## src/rtl/mem_port_arbiter.sv

```systemverilog
`default_nettype none
// ============================================================================
// Module      : mem_port_arbiter
// Description : Shares one cache/memory port between instruction fetch and
//               MEM-stage data accesses. Data has priority; a fetch that was
//               waiting behind a data access is served straight after it.
//               A watchdog aborts accesses that never see port_ready.
// Revision    : 1.0 - initial release
// ============================================================================
module mem_port_arbiter #(
  parameter int DATA_W   = 32,
  parameter int MAX_WAIT = 64
) (
  input  logic              clk,
  input  logic              reset,
  input  logic              halted,
  // instruction fetch requester
  input  logic              if_req,
  input  logic [DATA_W-1:0] if_addr,
  output logic [DATA_W-1:0] if_rdata,
  output logic              if_done,
  // data requester
  input  logic              mem_req,
  input  logic              mem_we,
  input  logic              mem_is_word,
  input  logic [DATA_W-1:0] mem_addr,
  input  logic [DATA_W-1:0] mem_wdata,
  output logic [DATA_W-1:0] mem_rdata,
  output logic              mem_done,
  // pipeline control
  output logic              pipe_stall,
  // memory port
  output logic              port_req,
  output logic              port_we,
  output logic              port_is_word,
  output logic [DATA_W-1:0] port_addr,
  output logic [DATA_W-1:0] port_wdata,
  input  logic [DATA_W-1:0] port_rdata,
  input  logic              port_ready,
  output logic              err
);

  localparam int              CNT_W     = (MAX_WAIT > 1) ? $clog2(MAX_WAIT) : 1;
  localparam logic [CNT_W-1:0] WAIT_LAST = CNT_W'(MAX_WAIT - 1);

  localparam logic [1:0] S_IDLE = 2'd0;
  localparam logic [1:0] S_DATA = 2'd1;
  localparam logic [1:0] S_INST = 2'd2;

  logic [1:0]        r_state;
  logic [1:0]        w_state_next;

  logic              r_port_req;
  logic              r_port_we;
  logic              r_port_is_word;
  logic [DATA_W-1:0] r_port_addr;
  logic [DATA_W-1:0] r_port_wdata;
  logic [DATA_W-1:0] r_mem_rdata;
  logic [DATA_W-1:0] r_if_rdata;
  logic              r_mem_done;
  logic              r_if_done;
  logic              r_err;
  logic              r_fetch_owed;
  logic [CNT_W-1:0]  r_wait_cnt;

  // Requests still waiting for service; a request whose done pulse is high
  // this cycle is the one just finished and must not be granted again.
  logic w_data_pending;
  logic w_fetch_pending;
  logic w_can_grant;

  logic w_grant_data;
  logic w_grant_inst;
  logic w_complete;
  logic w_timeout;

  assign w_data_pending  = mem_req & ~r_mem_done;
  assign w_fetch_pending = if_req & ~r_if_done;
  assign w_can_grant     = ~halted & ~r_err;

  // State register
  always_ff @(posedge clk) begin
    if (reset) begin
      r_state <= S_IDLE;
    end else begin
      r_state <= w_state_next;
    end
  end

  // Next-state: INST with port_req low is the hand-off cycle after a data
  // access that owed the fetch a slot.
  always_comb begin
    w_state_next = r_state;
    case (r_state)
      S_IDLE: begin
        if (w_grant_data) begin
          w_state_next = S_DATA;
        end else if (w_grant_inst) begin
          w_state_next = S_INST;
        end
      end
      S_DATA: begin
        if (!r_port_req || w_timeout) begin
          w_state_next = S_IDLE;
        end else if (w_complete) begin
          w_state_next = (r_fetch_owed && w_fetch_pending && w_can_grant) ? S_INST : S_IDLE;
        end
      end
      S_INST: begin
        if (!r_port_req) begin
          w_state_next = w_grant_inst ? S_INST : S_IDLE;
        end else if (w_complete || w_timeout) begin
          w_state_next = S_IDLE;
        end
      end
      default: w_state_next = S_IDLE;
    endcase
  end

  // Control strobes decoded from the current state and inputs
  always_comb begin
    w_grant_data = 1'b0;
    w_grant_inst = 1'b0;
    w_complete   = r_port_req & port_ready;
    w_timeout    = r_port_req & ~port_ready & (r_wait_cnt == WAIT_LAST);
    case (r_state)
      S_IDLE: begin
        if (w_can_grant) begin
          if (w_data_pending) begin
            w_grant_data = 1'b1;
          end else if (w_fetch_pending) begin
            w_grant_inst = 1'b1;
          end
        end
      end
      S_INST: begin
        if (!r_port_req && w_can_grant && w_fetch_pending) begin
          w_grant_inst = 1'b1;
        end
      end
      default: begin
        w_grant_data = 1'b0;
        w_grant_inst = 1'b0;
      end
    endcase
  end

  // Port latches, completion capture, watchdog and fetch-owed bookkeeping
  always_ff @(posedge clk) begin
    if (reset) begin
      r_port_req     <= 1'b0;
      r_port_we      <= 1'b0;
      r_port_is_word <= 1'b0;
      r_port_addr    <= '0;
      r_port_wdata   <= '0;
      r_mem_rdata    <= '0;
      r_if_rdata     <= '0;
      r_mem_done     <= 1'b0;
      r_if_done      <= 1'b0;
      r_err          <= 1'b0;
      r_fetch_owed   <= 1'b0;
      r_wait_cnt     <= '0;
    end else begin
      r_mem_done <= 1'b0;
      r_if_done  <= 1'b0;

      if (w_grant_data) begin
        r_port_req     <= 1'b1;
        r_port_we      <= mem_we;
        r_port_is_word <= mem_is_word;
        r_port_addr    <= mem_addr;
        r_port_wdata   <= mem_wdata;
        r_wait_cnt     <= '0;
        r_fetch_owed   <= w_fetch_pending;
      end else if (w_grant_inst) begin
        r_port_req     <= 1'b1;
        r_port_we      <= 1'b0;
        r_port_is_word <= 1'b1;
        r_port_addr    <= if_addr;
        r_port_wdata   <= '0;
        r_wait_cnt     <= '0;
        r_fetch_owed   <= 1'b0;
      end else if (r_port_req) begin
        if (port_ready) begin
          r_port_req <= 1'b0;
          if (r_state == S_DATA) begin
            r_mem_done  <= 1'b1;
            r_mem_rdata <= port_rdata;
          end else begin
            r_if_done  <= 1'b1;
            r_if_rdata <= port_rdata;
          end
        end else if (w_timeout) begin
          r_port_req <= 1'b0;
          r_err      <= 1'b1;
        end else begin
          r_wait_cnt <= r_wait_cnt + CNT_W'(1);
        end
      end
    end
  end

  assign port_req     = r_port_req;
  assign port_we      = r_port_we;
  assign port_is_word = r_port_is_word;
  assign port_addr    = r_port_addr;
  assign port_wdata   = r_port_wdata;
  assign mem_rdata    = r_mem_rdata;
  assign if_rdata     = r_if_rdata;
  assign mem_done     = r_mem_done;
  assign if_done      = r_if_done;
  assign err          = r_err;

  // Stall the pipeline while either requester is still waiting
  assign pipe_stall = (mem_req & ~r_mem_done) | (if_req & ~r_if_done);

endmodule
`default_nettype wire

```

## config.mk

```make
export PLATFORM = sky130hd
export DESIGN_NAME = mem_port_arbiter
export DESIGN_NICKNAME = d
export VERILOG_FILES = /design/src/rtl/mem_port_arbiter.sv
export SDC_FILE = /design/constraint.sdc
export NUM_CORES = 1
export LEC_CHECK = 0
export BUFFER_PORTS_ARGS = -buffer_cell sky130_fd_sc_hd__buf_2
export CORE_MARGIN = 8
export CORE_UTILIZATION = 47
export CTS_BUF_LIST = sky130_fd_sc_hd__clkbuf_8
export CTS_CLUSTER_SIZE = 12
export DETAILED_ROUTE_END_ITERATION = 10
export MAX_ROUTING_LAYER = met4
export PLACE_DENSITY = 0.82
export SYNTH_ARGS = -nofsm -noshare
export SYNTH_HDL_FRONTEND = slang
export SYNTH_SLANG_ARGS = --single-unit
```

## constraint.sdc

```tcl
create_clock -name clk -period 2.4 [get_ports clk]
set_input_delay 0.36 -clock clk [delete_from_list [all_inputs] [get_ports clk]]
set_output_delay 0.36 -clock clk [all_outputs]
set_load 0.1 [all_outputs]
```

==> results.toml, run 1 <==
[outcome]
run_status = "completed"

[cts]
cts_hold_buf = 0
worstSkewPairLatency_ns = 0.43
clockBufferDepth = 2
htreeDepth = 4
post_cts_buffers = 0
clk_pin_slew_worst_paths_ns = 0.07
cts_tree = "built"
root_buffer = "clkbuf_8"
cts_resized = 0
cts_buffers = 17
clkSinkCount = 143

[yosys]
synth_edf_count = 0
ys_seq_area_share_pct = 52.2
synth_area_um2 = 5490
async_flop_share_pct = 0
synth_nets = 712
synthCells = 575
synth_top_flop_cell = "dfxtp_1"
synth.distinct_cells = 44
yosys_warnings = 0
ys_ff_latch = 143
syn_avg_cell_area_um2 = 9.55

[final_layout]
stdcell_count = 983
final_util_pct = 63.9
final_common_cell = "buf_2"
final_net_count = 964
synthToLayoutAreaGrowth_pct = 32.9
layout_common_cells = "buf_2, dfxtp_1, nand2_1, mux2i_1, nor2_1"
drive_above_1_share_pct = 38.1

[min_path]
min_path_cells = 2
hold_path_class = "in -> reg"

[sta]
setup_slack_ns = 0.425
skew_ns = 0.00915
grt_setup_unrepaired = "no"
period_minus_slack_ns = 1.98
max-slew-margin-rel_pct = 62.3
hold_viol = 0
fmax_ghz = 0.506
period_share_pct = 82.3
fin_tns_setup_ns = 0
maxSlewViolCount = 0
worst_pin_slew_ns = 0.566
setup_viol = 0

[die]
rows = 39
fp.dieArea_um2 = 15400
core_um2 = 11400
start_util_pct = 48.1
fp.dieH_um = 124
ios = 271
die_w_um = 124

[power]
intPower_mw = 3.82
p_sw_mw = 1.97
pwr-share-seq_pct = 43.9
pwr-share-comb_pct = 23.6
leakage_nw = 3.55
ir_drop_uv = 557
swShare_pct = 34.0
power_density_nw_per_um2 = 793
clkPwrFrac_pct = 32.4

[global_route]
grt_overflow_total = 0
grt_max_degree = 69
grt_pass1_wl_mm = 24.4
grt.total_usage_pct = 20.9
first_global_vias = 4997
antenna_found_initial = 1

[worst_setup_path]
critPathBufInv = 1
crit_path_top_delay_cell = "or3_2"
end_kind = "flip-flop"
critPathMaxStageDelay_ns = 0.45
worstPathArrival_ns = 2.30
worstSetupStartpointType = "flip-flop"
cp.required_ns = 2.73
r2r_cells = 6
cp_num_cells = 6
worstSetupPathType = "reg -> reg"
critPathTopFamily = "simple AND/OR/NAND/NOR gates"
crit_chain = "nor2_1 > nand2_1 > or3_2 > buf_4 > mux2i_1 > a211oi_1"
critical_path.max_fanout = 34

[place]
dp_hpwl_mm = 11.9
dp_cells = 951
post-place-ws_ns = 0.330
place.gp.congestion = 0.827
port-buffer-count = 270

[drt]
drc = 0
wl_mm = 16.2
firstDrtPassIters = 4
via_per_inst = 5.11
wire_per_inst_um = 16.5
ant_nets = 0
vias = 5022
drt_iter0_drc = 226

[job]
max_cap_viol_count = 0
## routing by layer
metal | share of wire, % | up-vias | GRT usage, % | routed length [um]
met5 | 0 | - | - | 0
met4 | 2.1 | 0 | 8.92 | 335
met3 | 8.8 | 26 | 7.12 | 1430
met2 | 49 | 205 | 34.0 | 7950
met1 | 40 | 2304 | 23.0 | 6480
li1 | - | 2487 | - | -
## state kept, by name, summed over array words and instances (netlist names)
register and cells:
if_rdata 32, mem_done 1, if_done 1, r_state 2, port_we 1, port_wdata 32
r_wait_cnt 6, port_addr 32, port_is_word 1, err 1, port_req 1, r_fetch_owed 1
mem_rdata 32
## cell families (layout without fill, tap and decap cells)
logic type,after synthesis,in the layout,share of synthesized area (%)
DFF,143,143,52.2
and+or+nand+nor,201,201,15.4
muxes,65,65,11.9
other,0,1,0
adders and majority gates,1,1,0.228
xor gates and xnor gates,4,4,0.638
AOI/OAI and AO/OA,113,113,15.0
buffers and inverters,48,312,4.67
## cells in the mapped netlist (3+ instances only)
library cell / number / area, um2
a211oi_1: 32 / 240
o21a_1: 3 / 22.5
a21oi_1: 34 / 170
nand2_1: 134 / 503
mux2i_1: 65 / 651
xor2_1: 3 / 26.3
buf_2: 13 / 65.1
clkbuf_1: 23 / 86.3
nor2_1: 42 / 158
dfxtp_1: 143 / 2860
a22o_1: 33 / 289
buf_6: 5 / 56.3
buf_4: 6 / 45.0
nor3_1: 3 / 15.0
## per-stage QoR
step                      instance area [um2]  hold WS, ns  power [mW]
after CTS                                7290       0.0971        5.86
after detailed placement                 6900        0.444        3.97
final                                    7300        0.138        5.79
after global routing                     7300        0.107        6.03
after global placement                   6900        0.437        3.95
after floorplan                          5490        0.424        3.68
## worst paths after layout
kind / start / to / slack, ns
worst max-delay path: err / port_addr[5] / 0.42
worst min-delay path: mem_wdata[15] / port_wdata[15] / 0.14
worst max register to register: err / port_addr[5] / 0.42
worst min register to register: mem_rdata[23] / mem_rdata[23] / 0.45
## power by group through the flow
stage / registers, mW / clock network (mW) / logic (mW)
after global routing: 2.55 / 2.05 / 1.43
final: 2.54 / 1.88 / 1.37
after detailed placement: 2.59 / 0 / 1.37
after floorplan: 3.34 / 0 / 0.341
after CTS: 2.54 / 1.94 / 1.38
after global placement: 2.59 / 0 / 1.36
## final cells by class
type	instances	area, um2
repair buffers	280	1480
diodes	1	2.50
clock buffers	22	303
flip-flops and latches	143	2860
clock inverters	9	91.3
multi-input cells	384	2380
fillers	976	4120
well taps	143	179
inverters	1	3.75
Note: power is estimated with default switching activity, not from simulation.
==> run 2: changes to the inputs <==
Clock period 2.4 ns to 2.06 ns, I/O delays scaled along.
==> run 2 against run 1 <==
Against the previous run:
- total power grew 20%
- via count shrank 0.98%
- utilization grew 0.72 points
- cell area grew 1.1%
- largest power group unchanged
- highest routed layer unchanged
==> results.toml, run 2 (synthesis gave the netlist of run 1 again) <==
[sta]
max-slew-margin-rel_pct = 62.9
fmax_ghz = 0.534
setup_slack_ns = 0.187
hold_viol = 0
maxSlewViolCount = 0
period_share_pct = 90.9
holdWs_ns = 0.0771
skew_ns = 0.00871
fin_tns_setup_ns = 0
period_minus_slack_ns = 1.87
grt_setup_unrepaired = "no"
worst_pin_slew_ns = 0.557
setup_viol = 0

[global_route]
grt.total_usage_pct = 20.5
grt_max_degree = 68
first_global_vias = 4872
grt_pass1_wl_mm = 23.9
grt_overflow_total = 0
antenna_found_initial = 1

[place]
dp_hpwl_mm = 11.8
port-buffer-count = 270
post-place-ws_ns = 0.126
place_area_um2 = 6940
place.gp.congestion = 0.838
dp_cells = 953

[final_layout]
ff_latch_area_um2 = 2870
n_fill_cell = 972
final_area_um2 = 7380
synthToLayoutAreaGrowth_pct = 34.4
multiInputGateArea_um2 = 2380
stdcell_count = 986
final_common_cell = "buf_2"
final_net_count = 966
layout_common_cells = "buf_2, dfxtp_1, nand2_1, mux2i_1, nor2_1"
drive_above_1_share_pct = 39.0
final_util_pct = 64.6

[drt]
drt_iter0_drc = 238
ant_nets = 0
wl_mm = 16.0
via_per_inst = 5.04
drc = 0
wire_per_inst_um = 16.2
vias = 4973
firstDrtPassIters = 4

[power]
power_density_nw_per_um2 = 942
fin_total_pwr_mw = 6.95
ir_drop_uv = 722
leakage_nw = 3.57

[worst_setup_path]
crit_chain = "nand2b_2 > a211o_1 > nor3_4 > buf_12 > nor2_1 > a211oi_1"
end_kind = "flip-flop"
critPathTopFamily = "simple AND/OR/NAND/NOR gates"
critPathMaxStageDelay_ns = 0.32
crit_path_top_delay_cell = "dfxtp_2"
worstPathArrival_ns = 2.22
critical_path.max_fanout = 65
worstSetupPathType = "reg -> reg"
cp.required_ns = 2.41
worstSetupStartpointType = "flip-flop"
critPathBufInv = 1

[cts]
cts_hold_buf = 0
worstSkewPairLatency_ns = 0.44
clk_pin_slew_worst_paths_ns = 0.08
cts_buffers = 17
clkSinkCount = 143
htreeDepth = 4
root_buffer = "clkbuf_8"
post_cts_buffers = 0
cts_resized = 0
cts_tree = "built"
clockBufferDepth = 2

[die]
die_w_um = 124
fp.dieArea_um2 = 15400
rows = 39
fp.dieH_um = 124
core_um2 = 11400
start_util_pct = 48.1
ios = 271

[job]
max_cap_viol_count = 0

[min_path]
hold_path_class = "in -> reg"

[outcome]
run_status = "completed"
## run 2: path summary, 6_finish.rpt
check                 from        endpoint  slack, ns  depth (start not counted)
max                if_done   port_addr[19]       0.19                          6
min          mem_wdata[25]  port_wdata[25]       0.08                          2
max reg2reg        if_done   port_addr[19]       0.19                          6
min reg2reg  mem_rdata[13]   mem_rdata[13]       0.45                          2
## run 2: area by class of cell
class	instances	area share [%]
flip-flops and latches	143	38.9
clock buffers	19	3.54
clock inverters	13	2.31
diodes	1	0.0339
inverters	1	0.0509
multi-input cells	384	32.2
repair buffers	282	20.6
well taps	143	2.42
## run 2: power by group
group | leakage (nW) | internal, mW | total [mW] | switching (mW)
sequential | 1.17 | 2.89 | 2.96 | 0.0662
combinational | 2.18 | 0.358 | 1.60 | 1.25
clock | 0.220 | 1.37 | 2.39 | 1.02
## run 2: worst register-to-register path: stages (launching register included)
cell,delay [ns]
dfxtp_2,0.32
nand2b_2,0.22
a211o_1,0.32
nor3_4,0.27
buf_12,0.28
nor2_1,0.14
a211oi_1,0.24
## run 2: routing by layer
metal	wire, um	up-vias	track usage (%)
met5	0	-	-
met4	240	0	7.36
met3	1400	21	7.25
met2	7780	178	33.4
met1	6580	2277	22.8
li1	-	2497	-
==> run 3: changes to the inputs <==
Settings changed: SETUP_SLACK_MARGIN from default to 0.4.
==> run 3 against run 2 <==
Against the previous run:
- clock skew decreased by 0.0019 ns
- utilization increased by 4.1 points
- total power about the same
- clock-buffer cell count decreased by 1
- die area unchanged
- non-clock buffer count increased by 22
- flip-flop and latch count unchanged
==> results.toml, run 3 (synthesis gave the netlist of run 1 again) <==
[outcome]
run_status = "completed"

[place]
dp_hpwl_mm = 12.5
post-place-ws_ns = 0.0316
place.gp.congestion = 0.794
port-buffer-count = 270
dp_cells = 958
place_area_um2 = 7020

[cts]
cts_tree = "built"
clkSinkCount = 143
cts_buffers = 17
clk_pin_slew_worst_paths_ns = 0.07
worstSkewPairLatency_ns = 0.43
root_buffer = "clkbuf_8"
cts_hold_buf = 0
clockBufferDepth = 2
htreeDepth = 4

[sta]
max-slew-margin-rel_pct = 64.7
grt_setup_unrepaired = "yes"
setup_slack_ns = 0.343
fmax_ghz = 0.582
setup_viol = 0
hold_viol = 0
maxSlewViolCount = 0
holdWs_ns = 0.0823
fin_tns_setup_ns = 0
skew_ns = 0.00683
period_share_pct = 83.4
period_minus_slack_ns = 1.72
worst_pin_slew_ns = 0.534

[drt]
wl_mm = 18.0
wire_per_inst_um = 17.9
drt_iter0_drc = 304
drc = 0
vias = 5193
firstDrtPassIters = 6
via_per_inst = 5.16
ant_nets = 0

[final_layout]
synthToLayoutAreaGrowth_pct = 43.0
final_common_cell = "buf_2"
final_util_pct = 68.8
drive_above_1_share_pct = 43.0
multiInputGateArea_um2 = 2540
final_net_count = 988
final_area_um2 = 7850
ff_latch_area_um2 = 2890
n_fill_cell = 939
diodes = 0
layout_common_cells = "buf_2, dfxtp_1, nand2_1, mux2i_1, nor2_1"
stdcell_count = 1006

[worst_setup_path]
worstPathArrival_ns = 2.06
worstSetupStartpointType = "flip-flop"
cp.required_ns = 2.40
crit_chain = "nor2_4 > nand2_1 > or3_4 > buf_12 > mux2i_1 > a211oi_1"
crit_path_top_delay_cell = "or3_4"
worstSetupPathType = "reg -> reg"
end_kind = "flip-flop"
r2r_slack_ns = 0.34
critPathMaxStageDelay_ns = 0.43
critical_path.max_fanout = 23

[die]
die_w_um = 124
ios = 271
start_util_pct = 48.1
fp.dieArea_um2 = 15400
rows = 39
core_um2 = 11400
fp.dieH_um = 124

[global_route]
antenna_found_initial = 0
grt.total_usage_pct = 22.3
grt_pass1_wl_mm = 26.0
first_global_vias = 5074
grt_max_degree = 68
grt_overflow_total = 0

[power]
leakage_nw = 3.77
fin_total_pwr_mw = 6.94
ir_drop_uv = 551
power_density_nw_per_um2 = 885

[min_path]
hold_path_class = "in -> reg"

[job]
max_cap_viol_count = 0
## run 3: cell count changes in the layout (fill, tap and decap cells not counted), moves of 3 or more
cell,previous run,this run
a211oi_1,32,19
a211oi_2,0,13
buf_12,6,10
buf_4,6,16
clkbuf_16,0,4
dfxtp_1,139,136
dfxtp_2,4,1
dfxtp_4,0,6
inv_1,2,6
nor2_1,42,38
nor2_2,0,3
## run 3: what timing repair did
item,in CTS,in global routing
cloned,2,5
setup endpoints to repair,96,80
buffers inserted,5,5
pin swaps,8,29
gates resized for setup,19,28
## run 3: layout make-up
cell class | instances | area share (%)
sequential | 143 | 36.8
multi-input combinational | 384 | 32.3
timing repair buffer | 304 | 23.7
clock buffer | 18 | 3.16
tap | 143 | 2.28
clock inverter | 13 | 1.72
inverter | 1 | 0.0478
## run 3: metal layers
layer | part of all wire [%] | global-route usage, % | vias to the layer above
li1 | - | - | 2536
met1 | 40 | 25.3 | 2419
met2 | 49 | 36.3 | 224
met3 | 10 | 8.02 | 14
met4 | 1.1 | 6.62 | 0
met5 | 0 | - | -
## run 3: path summary, 6_finish.rpt
path,startpoint,to,cells after the start
worst max-delay path,err,port_addr[9],6
worst min-delay path,mem_wdata[11],port_wdata[11],2
worst min register to register,mem_rdata[5],mem_rdata[5],2
worst max register to register,err,port_addr[9],6
## run 3: worst max-delay path: cells and delay by family (launching register included)
kind,cells,cell delay [ns]
flops,1,0.37
compound gates,1,0.27
simple gates,3,0.65
mux,1,0.14
buf+inv,1,0.19
## run 3: report_power, final
part | internal (mW) | total, mW | leakage, nW | switching (mW)
Sequential | 2.89 | 2.96 | 1.17 | 0.0760
Combinational | 0.472 | 1.79 | 2.38 | 1.32
Clock | 1.19 | 2.19 | 0.216 | 1.00
Total | 4.55 | 6.94 | 3.77 | 2.40
